$ cat src/rtl/my_struct_s.sv
// Shared packet-buffer types: flit and metadata payloads, pktID/buffer widths, packet flag codes.
package my_struct_s;

    localparam int unsigned PKT_NUM       = 64;
    localparam int unsigned PKT_AWIDTH    = $clog2(PKT_NUM);
    localparam int unsigned FLIT_IDX_W    = 5;
    localparam int unsigned PKTBUF_AWIDTH = PKT_AWIDTH + FLIT_IDX_W;
    localparam int unsigned DATA_W        = 512;
    localparam int unsigned EMPTY_W       = 6;
    localparam int unsigned FLAGS_W       = 3;
    localparam int unsigned LEN_W         = 16;

    localparam logic [FLAGS_W-1:0] PKT_ETH  = 3'd1;
    localparam logic [FLAGS_W-1:0] PKT_PCIE = 3'd2;
    localparam logic [FLAGS_W-1:0] PKT_DROP = 3'd4;

    typedef struct packed {
        logic [DATA_W-1:0]  data;
        logic               sop;
        logic               eop;
        logic [EMPTY_W-1:0] empty;
    } flit_t;

    typedef struct packed {
        logic [PKT_AWIDTH-1:0] pkt_id;
        logic [FLIT_IDX_W-1:0] flits;
        logic [LEN_W-1:0]      len;
        logic [FLAGS_W-1:0]    pkt_flags;
    } metadata_t;

    typedef enum logic [1:0] {
        ST_IDLE  = 2'd0,
        ST_WRITE = 2'd1,
        ST_DROP  = 2'd2
    } wr_state_t;

    // Byte length of a packet: full 64-byte flits minus unused bytes of the last one.
    function automatic logic [LEN_W-1:0] flit_len(input logic [FLIT_IDX_W-1:0] flits,
                                                 input logic [EMPTY_W-1:0]    empty);
        return (LEN_W'(flits) << 6) - LEN_W'(empty);
    endfunction

endpackage

$ cat src/rtl/pkt_buffer_writer_if.sv
// Bus bundle of the packet buffer writer: ingress, emptylist pop, buffer write, metadata, stats.
interface pkt_buffer_writer_if;
    import my_struct_s::*;

    logic                     in_pkt_valid;
    logic                     in_pkt_sop;
    logic                     in_pkt_eop;
    logic [DATA_W-1:0]        in_pkt_data;
    logic [EMPTY_W-1:0]       in_pkt_empty;
    logic [FLAGS_W-1:0]       in_pkt_flags;
    logic                     in_pkt_ready;

    logic [PKT_AWIDTH-1:0]    emptylist_out_data;
    logic                     emptylist_out_valid;
    logic                     emptylist_out_ready;

    logic [PKTBUF_AWIDTH-1:0] pkt_buffer_address;
    logic                     pkt_buffer_write;
    flit_t                    pkt_buffer_writedata;

    logic                     meta_valid;
    metadata_t                meta_data;
    logic                     meta_ready;

    logic [31:0]              pkt_cnt;
    logic [31:0]              drop_cnt;

    modport master (
        input  in_pkt_valid, in_pkt_sop, in_pkt_eop, in_pkt_data, in_pkt_empty, in_pkt_flags,
        output in_pkt_ready,
        input  emptylist_out_data, emptylist_out_valid,
        output emptylist_out_ready,
        output pkt_buffer_address, pkt_buffer_write, pkt_buffer_writedata,
        output meta_valid, meta_data,
        input  meta_ready,
        output pkt_cnt, drop_cnt
    );

    modport slave (
        output in_pkt_valid, in_pkt_sop, in_pkt_eop, in_pkt_data, in_pkt_empty, in_pkt_flags,
        input  in_pkt_ready,
        output emptylist_out_data, emptylist_out_valid,
        input  emptylist_out_ready,
        input  pkt_buffer_address, pkt_buffer_write, pkt_buffer_writedata,
        input  meta_valid, meta_data,
        output meta_ready,
        input  pkt_cnt, drop_cnt
    );

endinterface

$ cat src/rtl/pkt_buffer_writer.sv
// Writes ingress packets into per-pktID buffer slots and reports per-packet metadata.
// Packets without a free pktID, oversize tails and truncated packets are dropped.
module pkt_buffer_writer
    import my_struct_s::*;
#(
    parameter int unsigned MAX_FLITS = 31
) (
    input  logic                clk,
    input  logic                rst,
    pkt_buffer_writer_if.master bus
);

    localparam logic [FLIT_IDX_W-1:0] MAX_IDX = FLIT_IDX_W'(MAX_FLITS);

    wr_state_t             state_q, state_d;
    logic [PKT_AWIDTH-1:0] id_q, id_d;
    logic [FLAGS_W-1:0]    flags_q, flags_d;
    logic [FLIT_IDX_W-1:0] idx_q, idx_d;

    logic                  meta_free;
    logic                  accept;
    logic                  start;
    logic                  pop;
    logic                  wr_d;
    logic [PKT_AWIDTH-1:0] wr_id;
    logic [FLIT_IDX_W-1:0] wr_idx;
    logic                  close_d;
    logic [FLIT_IDX_W-1:0] close_flits;
    logic                  done_d;
    logic [FLIT_IDX_W-1:0] done_flits;
    logic [1:0]            drop_inc;

    metadata_t             close_meta, done_meta;
    metadata_t             pend0_q, pend0_d, pend1_q, pend1_d;
    logic [1:0]            pend_v_q, pend_v_d;

    assign meta_free               = !bus.meta_valid || bus.meta_ready;
    assign bus.in_pkt_ready        = !rst && meta_free;
    assign accept                  = bus.in_pkt_valid && bus.in_pkt_ready;
    assign bus.emptylist_out_ready = pop;

    // Packet FSM: decides per accepted flit whether it is written, closes a packet, or is discarded.
    always_comb begin
        state_d     = state_q;
        id_d        = id_q;
        flags_d     = flags_q;
        idx_d       = idx_q;
        start       = 1'b0;
        pop         = 1'b0;
        wr_d        = 1'b0;
        wr_id       = id_q;
        wr_idx      = idx_q;
        close_d     = 1'b0;
        close_flits = idx_q;
        done_d      = 1'b0;
        done_flits  = idx_q + FLIT_IDX_W'(1);
        drop_inc    = 2'd0;
        if (accept) begin
            unique case (state_q)
                ST_IDLE: start = bus.in_pkt_sop;
                ST_WRITE: begin
                    if (bus.in_pkt_sop) begin
                        close_d  = 1'b1;
                        drop_inc = 2'd1;
                        start    = 1'b1;
                        state_d  = ST_IDLE;
                    end else if (idx_q == MAX_IDX) begin
                        close_d     = 1'b1;
                        close_flits = MAX_IDX;
                        drop_inc    = 2'd1;
                        state_d     = bus.in_pkt_eop ? ST_IDLE : ST_DROP;
                    end else begin
                        wr_d  = 1'b1;
                        idx_d = idx_q + FLIT_IDX_W'(1);
                        if (bus.in_pkt_eop) begin
                            done_d  = 1'b1;
                            state_d = ST_IDLE;
                        end
                    end
                end
                ST_DROP: if (bus.in_pkt_eop) state_d = ST_IDLE;
                default: state_d = ST_IDLE;
            endcase
            // New packet: claim a pktID if one is free, otherwise drop the whole packet
            if (start) begin
                if (bus.emptylist_out_valid) begin
                    pop     = 1'b1;
                    id_d    = bus.emptylist_out_data;
                    flags_d = bus.in_pkt_flags;
                    wr_d    = 1'b1;
                    wr_id   = bus.emptylist_out_data;
                    wr_idx  = '0;
                    idx_d   = FLIT_IDX_W'(1);
                    if (bus.in_pkt_eop) begin
                        done_d     = 1'b1;
                        done_flits = FLIT_IDX_W'(1);
                        state_d    = ST_IDLE;
                    end else begin
                        state_d = ST_WRITE;
                    end
                end else begin
                    drop_inc = drop_inc + 2'd1;
                    state_d  = bus.in_pkt_eop ? ST_IDLE : ST_DROP;
                end
            end
        end
    end

    assign close_meta = '{pkt_id: id_q, flits: close_flits,
                          len: flit_len(close_flits, EMPTY_W'(0)), pkt_flags: PKT_DROP};
    assign done_meta  = '{pkt_id: wr_id, flits: done_flits,
                          len: flit_len(done_flits, bus.in_pkt_empty), pkt_flags: flags_d};

    // Two-slot staging: one flit can close a truncated packet and complete a new one together.
    always_comb begin
        pend0_d  = pend0_q;
        pend1_d  = pend1_q;
        pend_v_d = pend_v_q;
        if (meta_free && pend_v_q[0]) begin
            pend0_d  = pend1_q;
            pend_v_d = {1'b0, pend_v_q[1]};
        end
        if (close_d) begin
            if (!pend_v_d[0]) begin
                pend0_d     = close_meta;
                pend_v_d[0] = 1'b1;
            end else begin
                pend1_d     = close_meta;
                pend_v_d[1] = 1'b1;
            end
        end
        if (done_d) begin
            if (!pend_v_d[0]) begin
                pend0_d     = done_meta;
                pend_v_d[0] = 1'b1;
            end else begin
                pend1_d     = done_meta;
                pend_v_d[1] = 1'b1;
            end
        end
    end

    always_ff @(posedge clk) begin
        if (rst) begin
            state_q                  <= ST_IDLE;
            id_q                     <= '0;
            flags_q                  <= '0;
            idx_q                    <= '0;
            pend0_q                  <= '0;
            pend1_q                  <= '0;
            pend_v_q                 <= '0;
            bus.meta_valid           <= 1'b0;
            bus.meta_data            <= '0;
            bus.pkt_buffer_write     <= 1'b0;
            bus.pkt_buffer_address   <= '0;
            bus.pkt_buffer_writedata <= '0;
            bus.pkt_cnt              <= '0;
            bus.drop_cnt             <= '0;
        end else begin
            state_q              <= state_d;
            id_q                 <= id_d;
            flags_q              <= flags_d;
            idx_q                <= idx_d;
            pend0_q              <= pend0_d;
            pend1_q              <= pend1_d;
            pend_v_q             <= pend_v_d;
            bus.pkt_buffer_write <= wr_d;
            if (wr_d) begin
                bus.pkt_buffer_address   <= (PKTBUF_AWIDTH'(wr_id) << FLIT_IDX_W) + PKTBUF_AWIDTH'(wr_idx);
                bus.pkt_buffer_writedata <= '{data: bus.in_pkt_data, sop: start, eop: bus.in_pkt_eop,
                                              empty: bus.in_pkt_empty};
            end
            if (meta_free) begin
                bus.meta_valid <= pend_v_q[0];
                if (pend_v_q[0]) bus.meta_data <= pend0_q;
            end
            bus.pkt_cnt  <= bus.pkt_cnt + 32'(done_d);
            bus.drop_cnt <= bus.drop_cnt + 32'(drop_inc);
        end
    end

endmodule

$ cat src/flat_wrapper.sv
// flat-port wrapper written by rule: the top's interface ports become plain ports
module pkt_buffer_writer_flat import my_struct_s::*;
#(
    parameter int unsigned MAX_FLITS = 31
)
  (clk, rst, bus_in_pkt_valid, bus_in_pkt_sop, bus_in_pkt_eop, bus_in_pkt_data, bus_in_pkt_empty, bus_in_pkt_flags, bus_in_pkt_ready, bus_emptylist_out_data, bus_emptylist_out_valid, bus_emptylist_out_ready, bus_pkt_buffer_address, bus_pkt_buffer_write, bus_pkt_buffer_writedata, bus_meta_valid, bus_meta_data, bus_meta_ready, bus_pkt_cnt, bus_drop_cnt);
  pkt_buffer_writer_if bus_i ();
  input  logic clk;
  input  logic rst;
  input wire logic [$bits(bus_i.in_pkt_valid)-1:0] bus_in_pkt_valid;
  input wire logic [$bits(bus_i.in_pkt_sop)-1:0] bus_in_pkt_sop;
  input wire logic [$bits(bus_i.in_pkt_eop)-1:0] bus_in_pkt_eop;
  input wire logic [$bits(bus_i.in_pkt_data)-1:0] bus_in_pkt_data;
  input wire logic [$bits(bus_i.in_pkt_empty)-1:0] bus_in_pkt_empty;
  input wire logic [$bits(bus_i.in_pkt_flags)-1:0] bus_in_pkt_flags;
  output wire logic [$bits(bus_i.in_pkt_ready)-1:0] bus_in_pkt_ready;
  input wire logic [$bits(bus_i.emptylist_out_data)-1:0] bus_emptylist_out_data;
  input wire logic [$bits(bus_i.emptylist_out_valid)-1:0] bus_emptylist_out_valid;
  output wire logic [$bits(bus_i.emptylist_out_ready)-1:0] bus_emptylist_out_ready;
  output wire logic [$bits(bus_i.pkt_buffer_address)-1:0] bus_pkt_buffer_address;
  output wire logic [$bits(bus_i.pkt_buffer_write)-1:0] bus_pkt_buffer_write;
  output wire logic [$bits(bus_i.pkt_buffer_writedata)-1:0] bus_pkt_buffer_writedata;
  output wire logic [$bits(bus_i.meta_valid)-1:0] bus_meta_valid;
  output wire logic [$bits(bus_i.meta_data)-1:0] bus_meta_data;
  input wire logic [$bits(bus_i.meta_ready)-1:0] bus_meta_ready;
  output wire logic [$bits(bus_i.pkt_cnt)-1:0] bus_pkt_cnt;
  output wire logic [$bits(bus_i.drop_cnt)-1:0] bus_drop_cnt;
  assign bus_i.in_pkt_valid = bus_in_pkt_valid;
  assign bus_i.in_pkt_sop = bus_in_pkt_sop;
  assign bus_i.in_pkt_eop = bus_in_pkt_eop;
  assign bus_i.in_pkt_data = bus_in_pkt_data;
  assign bus_i.in_pkt_empty = bus_in_pkt_empty;
  assign bus_i.in_pkt_flags = bus_in_pkt_flags;
  assign bus_in_pkt_ready = bus_i.in_pkt_ready;
  assign bus_i.emptylist_out_data = bus_emptylist_out_data;
  assign bus_i.emptylist_out_valid = bus_emptylist_out_valid;
  assign bus_emptylist_out_ready = bus_i.emptylist_out_ready;
  assign bus_pkt_buffer_address = bus_i.pkt_buffer_address;
  assign bus_pkt_buffer_write = bus_i.pkt_buffer_write;
  assign bus_pkt_buffer_writedata = bus_i.pkt_buffer_writedata;
  assign bus_meta_valid = bus_i.meta_valid;
  assign bus_meta_data = bus_i.meta_data;
  assign bus_i.meta_ready = bus_meta_ready;
  assign bus_pkt_cnt = bus_i.pkt_cnt;
  assign bus_drop_cnt = bus_i.drop_cnt;
  pkt_buffer_writer #(.MAX_FLITS(MAX_FLITS)) u_core (.clk(clk), .rst(rst), .bus(bus_i));
endmodule
$ cat config.mk
export PLATFORM = sky130hd
export DESIGN_NAME = pkt_buffer_writer_flat
export DESIGN_NICKNAME = d
export VERILOG_FILES = /design/src/rtl/my_struct_s.sv /design/src/rtl/pkt_buffer_writer_if.sv /design/src/rtl/pkt_buffer_writer.sv /design/src/flat_wrapper.sv
export SDC_FILE = /design/constraint.sdc
export NUM_CORES = 1
export LEC_CHECK = 0
export CORE_AREA = 2 2 452 454
export CTS_BUF_LIST = sky130_fd_sc_hd__clkbuf_4
export DETAILED_ROUTE_END_ITERATION = 8
export DIE_AREA = 0 0 454 456
export HOLD_SLACK_MARGIN = 0.06
export MAX_ROUTING_LAYER = met4
export PLACE_DENSITY = 0.38
export SLEW_MARGIN = 20
export SYNTH_ARGS = -nofsm -noshare
export SYNTH_HDL_FRONTEND = slang
export SYNTH_SLANG_ARGS = --single-unit
export TNS_END_PERCENT = 5
$ cat constraint.sdc
create_clock -name clk -period 10.31 [get_ports clk]
set_input_delay 2.062 -clock clk [delete_from_list [all_inputs] [get_ports clk]]
set_output_delay 2.062 -clock clk [all_outputs]
set_load 0.05 [all_outputs]
==> results.cfg <==
[outcome]
status = finished clean

[timing]
final.setup.tns_ns = 0
timing.fmax_ghz = 0.157
post_layout_min_period_ns = 6.38
report.final.slew_viol_count = 0
worst-slew-pin-transition_ns = 1.06
final_hold_viol_count = 0
finClkSkew_ns = 0.116
rsz0062_at_grt = no
setup_viol_count_final = 0
final_min_period_over_clock_period_pct = 61.9
slew-limit-headroom_pct = 29.1

[routing]
postRouteAntennaNets = 0
via_per_inst = 3.71
initialDrtViolationCount = 1429
route.vias.total = 26878
post_drt_wl_per_cell_um = 19.8
finalWirelength_mm = 143
remaining_drc_errors = 0
detail_route.first_pass.iterations = 5

[logic_synthesis]
netlist.area_leader.share_pct = 54.1
postSynthRegisterBits = 705
synth_area_leaders = sky130_fd_sc_hd__dfxtp_1 54%, sky130_fd_sc_hd__nand2_1 17%, sky130_fd_sc_hd__a21oi_1 12%
yosys_most_used_dff = sky130_fd_sc_hd__dfxtp_1
ys_async_sr_fraction_pct = 0
ys_warn_count = 0
synth.cells.most_frequent = 1182 x sky130_fd_sc_hd__nand2_1, 705 x sky130_fd_sc_hd__dfxtp_1, 602 x sky130_fd_sc_hd__a21oi_1, 137 x sky130_fd_sc_hd__clkbuf_1, 106 x sky130_fd_sc_hd__nor2_1
synth.most_common_cell = sky130_fd_sc_hd__nand2_1
syn_area_per_cell_um2 = 8.04
synthDistinctLibCells = 59
syn-num-nets = 3795
synth.yosys.seq_area_share_pct = 54.1
synth_area_um2 = 26100
synth_enable_flop_cells = 0
synthesis.instances = 3248
synth_area_leader_cell = sky130_fd_sc_hd__dfxtp_1

[critical_path]
critical_path_stages = 4
critPathLaunchType = primary input
timing.critical_path.arrival_ns = 4.32
r2r_start = u_core.idx_q[0]$_SDFFE_PP0N_
required_ns = 8.25
crit_path_max_incr_delay_ns = 0.90
cpMostUsedCell = sky130_fd_sc_hd__clkdlybuf4s50_1
timing.rr.end = u_core.bus.pkt_buffer_writedata[197]$_SDFFE_PP0P_
path_max_fanout = 12
critPathCaptureType = output pin
worstPathBufferInverterCount = 2
critical_path.cell_chain = clkdlybuf4s50_1 -> o211ai_2 -> nor3_4 -> clkdlybuf4s50_1
timing.setup.critical_path_class = in -> out
crit_path_top_delay_cell = sky130_fd_sc_hd__clkdlybuf4s50_1
critPathTopFamily = buffers and inverters
rrSetupSlack_ns = 5.10
reg2reg_depth = 12

[floorplan]
num_rows = 165
initial_core_utilization_pct = 12.9
die_height_um = 456
core_area_um2 = 202000
io-pin-count = 1163
die_area_um2 = 207000
floorplan.die.width_um = 454

[final_layout]
post_route_cells_drive_above_1_share_pct = 8.98
finalNetCount = 4966
register_area_um2 = 14100
fillCellCount = 22512
multi_input_area_um2 = 10900
finalInstanceArea_um2 = 43100
syn_to_final_growth_pct = 65.1

[grt]
global_route.usage.total_pct = 13.6
number_of_antenna_violations_at_the_first_check_in_global_routing = 22
grt_start_max_net_pins = 162
grt_remaining_overflow = 0
grt_pass1_vias = 26429
grt_first_pass_wirelength_mm = 199

[min_path]
worst_hold_startpoint = u_core.id_q[5]$_SDFF_PP0_
whs_path_depth = 2
worst_hold_path.endpoint = u_core.pend1_q[29]$_SDFF_PP0_
min_path_type = reg -> reg

[clocking]
ctsRootBufferMaster = sky130_fd_sc_hd__clkbuf_4
cts.repair.resized = 0
clock_tree.buffer_depth = 3
clkLatencyLatePin_ns = 1.23
cts.htree.levels = 4
tritoncts = built
clock_pin_slew_reported_for_the_worst_setup_and_hold_paths_after_clock_tree_synthesis_ns = 0.07
postCtsSetupBuffers = 0
number_of_sinks_driven_by_the_clock_tree = 705
hold_buffers = 0
cts_made_buffers = 220

[power]
powerDensity_nw_per_um2 = 148
static-leakage-power_nw = 14.1
vdd_ir_drop_max_v = 0.0000847

[job]
maxCapViolCount = 0

[placed_design]
placement.cell_area_um2 = 40300
place.gp.congestion = 0.867
detailed_placement_wirelength_estimate_mm = 106
io_buffer_count = 1162
-- cell type report --
| cell class | instances | share of cell area [%] |
|---|---|---|
| antenna | 12 | 0.0697 |
| timing repair buffer | 1190 | 27.6 |
| tap | 2672 | 7.76 |
| clock inverter | 36 | 0.717 |
| clock buffer | 321 | 5.59 |
| sequential | 705 | 32.8 |
| inverter | 24 | 0.227 |
| multi-input combinational | 2278 | 25.3 |
-- registers in the layout, indices dropped and copies added, names as in the netlist, 3 cells and up --
name / cells
u_core.id_q: 6
u_core.bus.meta_data: 30
u_core.idx_q: 5
u_core.bus.pkt_cnt: 32
u_core.pend1_q: 30
u_core.pend0_q: 30
u_core.bus.pkt_buffer_writedata: 520
u_core.bus.pkt_buffer_address: 11
u_core.bus.drop_cnt: 32
u_core.flags_q: 3
-- per-layer routing --
layer,track usage (%),wire (µm),vias up
met5,-,0,-
met4,3.41,3090,0
met3,4.78,11500,233
met2,23.8,73200,904
met1,14.5,55300,12566
li1,-,-,13175
-- through the flow --
step | hold WS, ns | std cells | total power [mW] | utilization [%] | worst slack [ns]
after floorplan | 0.429 | 3248 | 3.19 | - | 4.94
after global placement | 0.441 | 6869 | 3.60 | 20.0 | 3.77
after detailed placement | 0.445 | 6869 | 3.60 | 20.0 | 3.70
after CTS | 0.426 | 7226 | 6.56 | 21.3 | 3.93
after global routing | 0.466 | 7238 | 6.73 | 21.4 | 3.85
final | 0.436 | 7238 | 6.37 | 21.4 | 3.93
-- where the power goes --
group	leakage, nW	switching [mW]	internal (mW)
clock	1.62	1.34	1.51
combinational	6.79	0.414	0.305
sequential	5.70	0.0294	2.78
total	14.1	1.78	4.59
-- worst max path at each step --
| stage | startpoint | to | slack, ns |
|---|---|---|---|
| after global routing | bus_in_pkt_sop | bus_emptylist_out_ready | 3.85 |
| after CTS | bus_in_pkt_sop | bus_emptylist_out_ready | 3.93 |
| after global placement | rst | u_core.bus.pkt_buffer_writedata[208]$_SDFFE_PP0P_ | 3.77 |
| after floorplan | rst | bus_in_pkt_ready | 4.94 |
| final | bus_in_pkt_sop | bus_emptylist_out_ready | 3.93 |
| after detailed placement | rst | u_core.bus.pkt_buffer_writedata[158]$_SDFFE_PP0P_ | 3.70 |
-- cell usage in the layout, fill, tap and decap left out, types with 7 or more instances in the layout --
cell type	synthesis	final
sky130_fd_sc_hd__nand2b_1	10	10
sky130_fd_sc_hd__nand3_1	38	38
sky130_fd_sc_hd__xor2_1	34	34
sky130_fd_sc_hd__o211ai_1	8	8
sky130_fd_sc_hd__or3_1	9	9
sky130_fd_sc_hd__ha_1	12	12
sky130_fd_sc_hd__a311o_1	8	8
sky130_fd_sc_hd__nor2b_1	9	9
sky130_fd_sc_hd__clkdlybuf4s50_1	0	1161
sky130_fd_sc_hd__xnor2_1	31	31
sky130_fd_sc_hd__nor3_1	30	30
sky130_fd_sc_hd__a311oi_1	8	8
sky130_fd_sc_hd__buf_4	6	24
sky130_fd_sc_hd__and3_1	10	10
sky130_fd_sc_hd__a21oi_1	602	602
sky130_fd_sc_hd__a211oi_1	10	10
sky130_fd_sc_hd__mux2_2	17	17
sky130_fd_sc_hd__nand2_1	1182	1181
sky130_fd_sc_hd__a22oi_1	7	7
sky130_fd_sc_hd__nor2_1	106	106
sky130_fd_sc_hd__mux2i_1	13	13
sky130_fd_sc_hd__a21o_1	8	7
sky130_fd_sc_hd__inv_1	22	22
sky130_fd_sc_hd__diode_2	0	12
sky130_fd_sc_hd__o221ai_1	13	13
sky130_fd_sc_hd__dfxtp_1	705	705
sky130_fd_sc_hd__o21ai_0	19	19
sky130_fd_sc_hd__clkbuf_4	0	321
sky130_fd_sc_hd__clkinv_1	0	18
sky130_fd_sc_hd__nand4_1	19	19
sky130_fd_sc_hd__and4_1	9	9
-- cells by family (layout without fill, tap and decap cells) --
kind of cell,count (synthesis),count (layout),share of synthesized area (%)
buffers and inverters,265,1571,4.34
and+or+nand+nor,1450,1450,22.5
muxes,31,31,1.28
AOI/OAI and AO/OA,719,719,15.0
other,0,12,0
xor gates and xnor gates,65,65,2.18
adders and majority gates,13,13,0.652
DFF,705,705,54.1
-- tightest hold or removal path, cell delays in order (launching register included) --
cell	delay, ns
sky130_fd_sc_hd__dfxtp_1	0.33
sky130_fd_sc_hd__nand2_1	0.06
sky130_fd_sc_hd__a311oi_1	0.08
(Power assumes the default switching activity.)
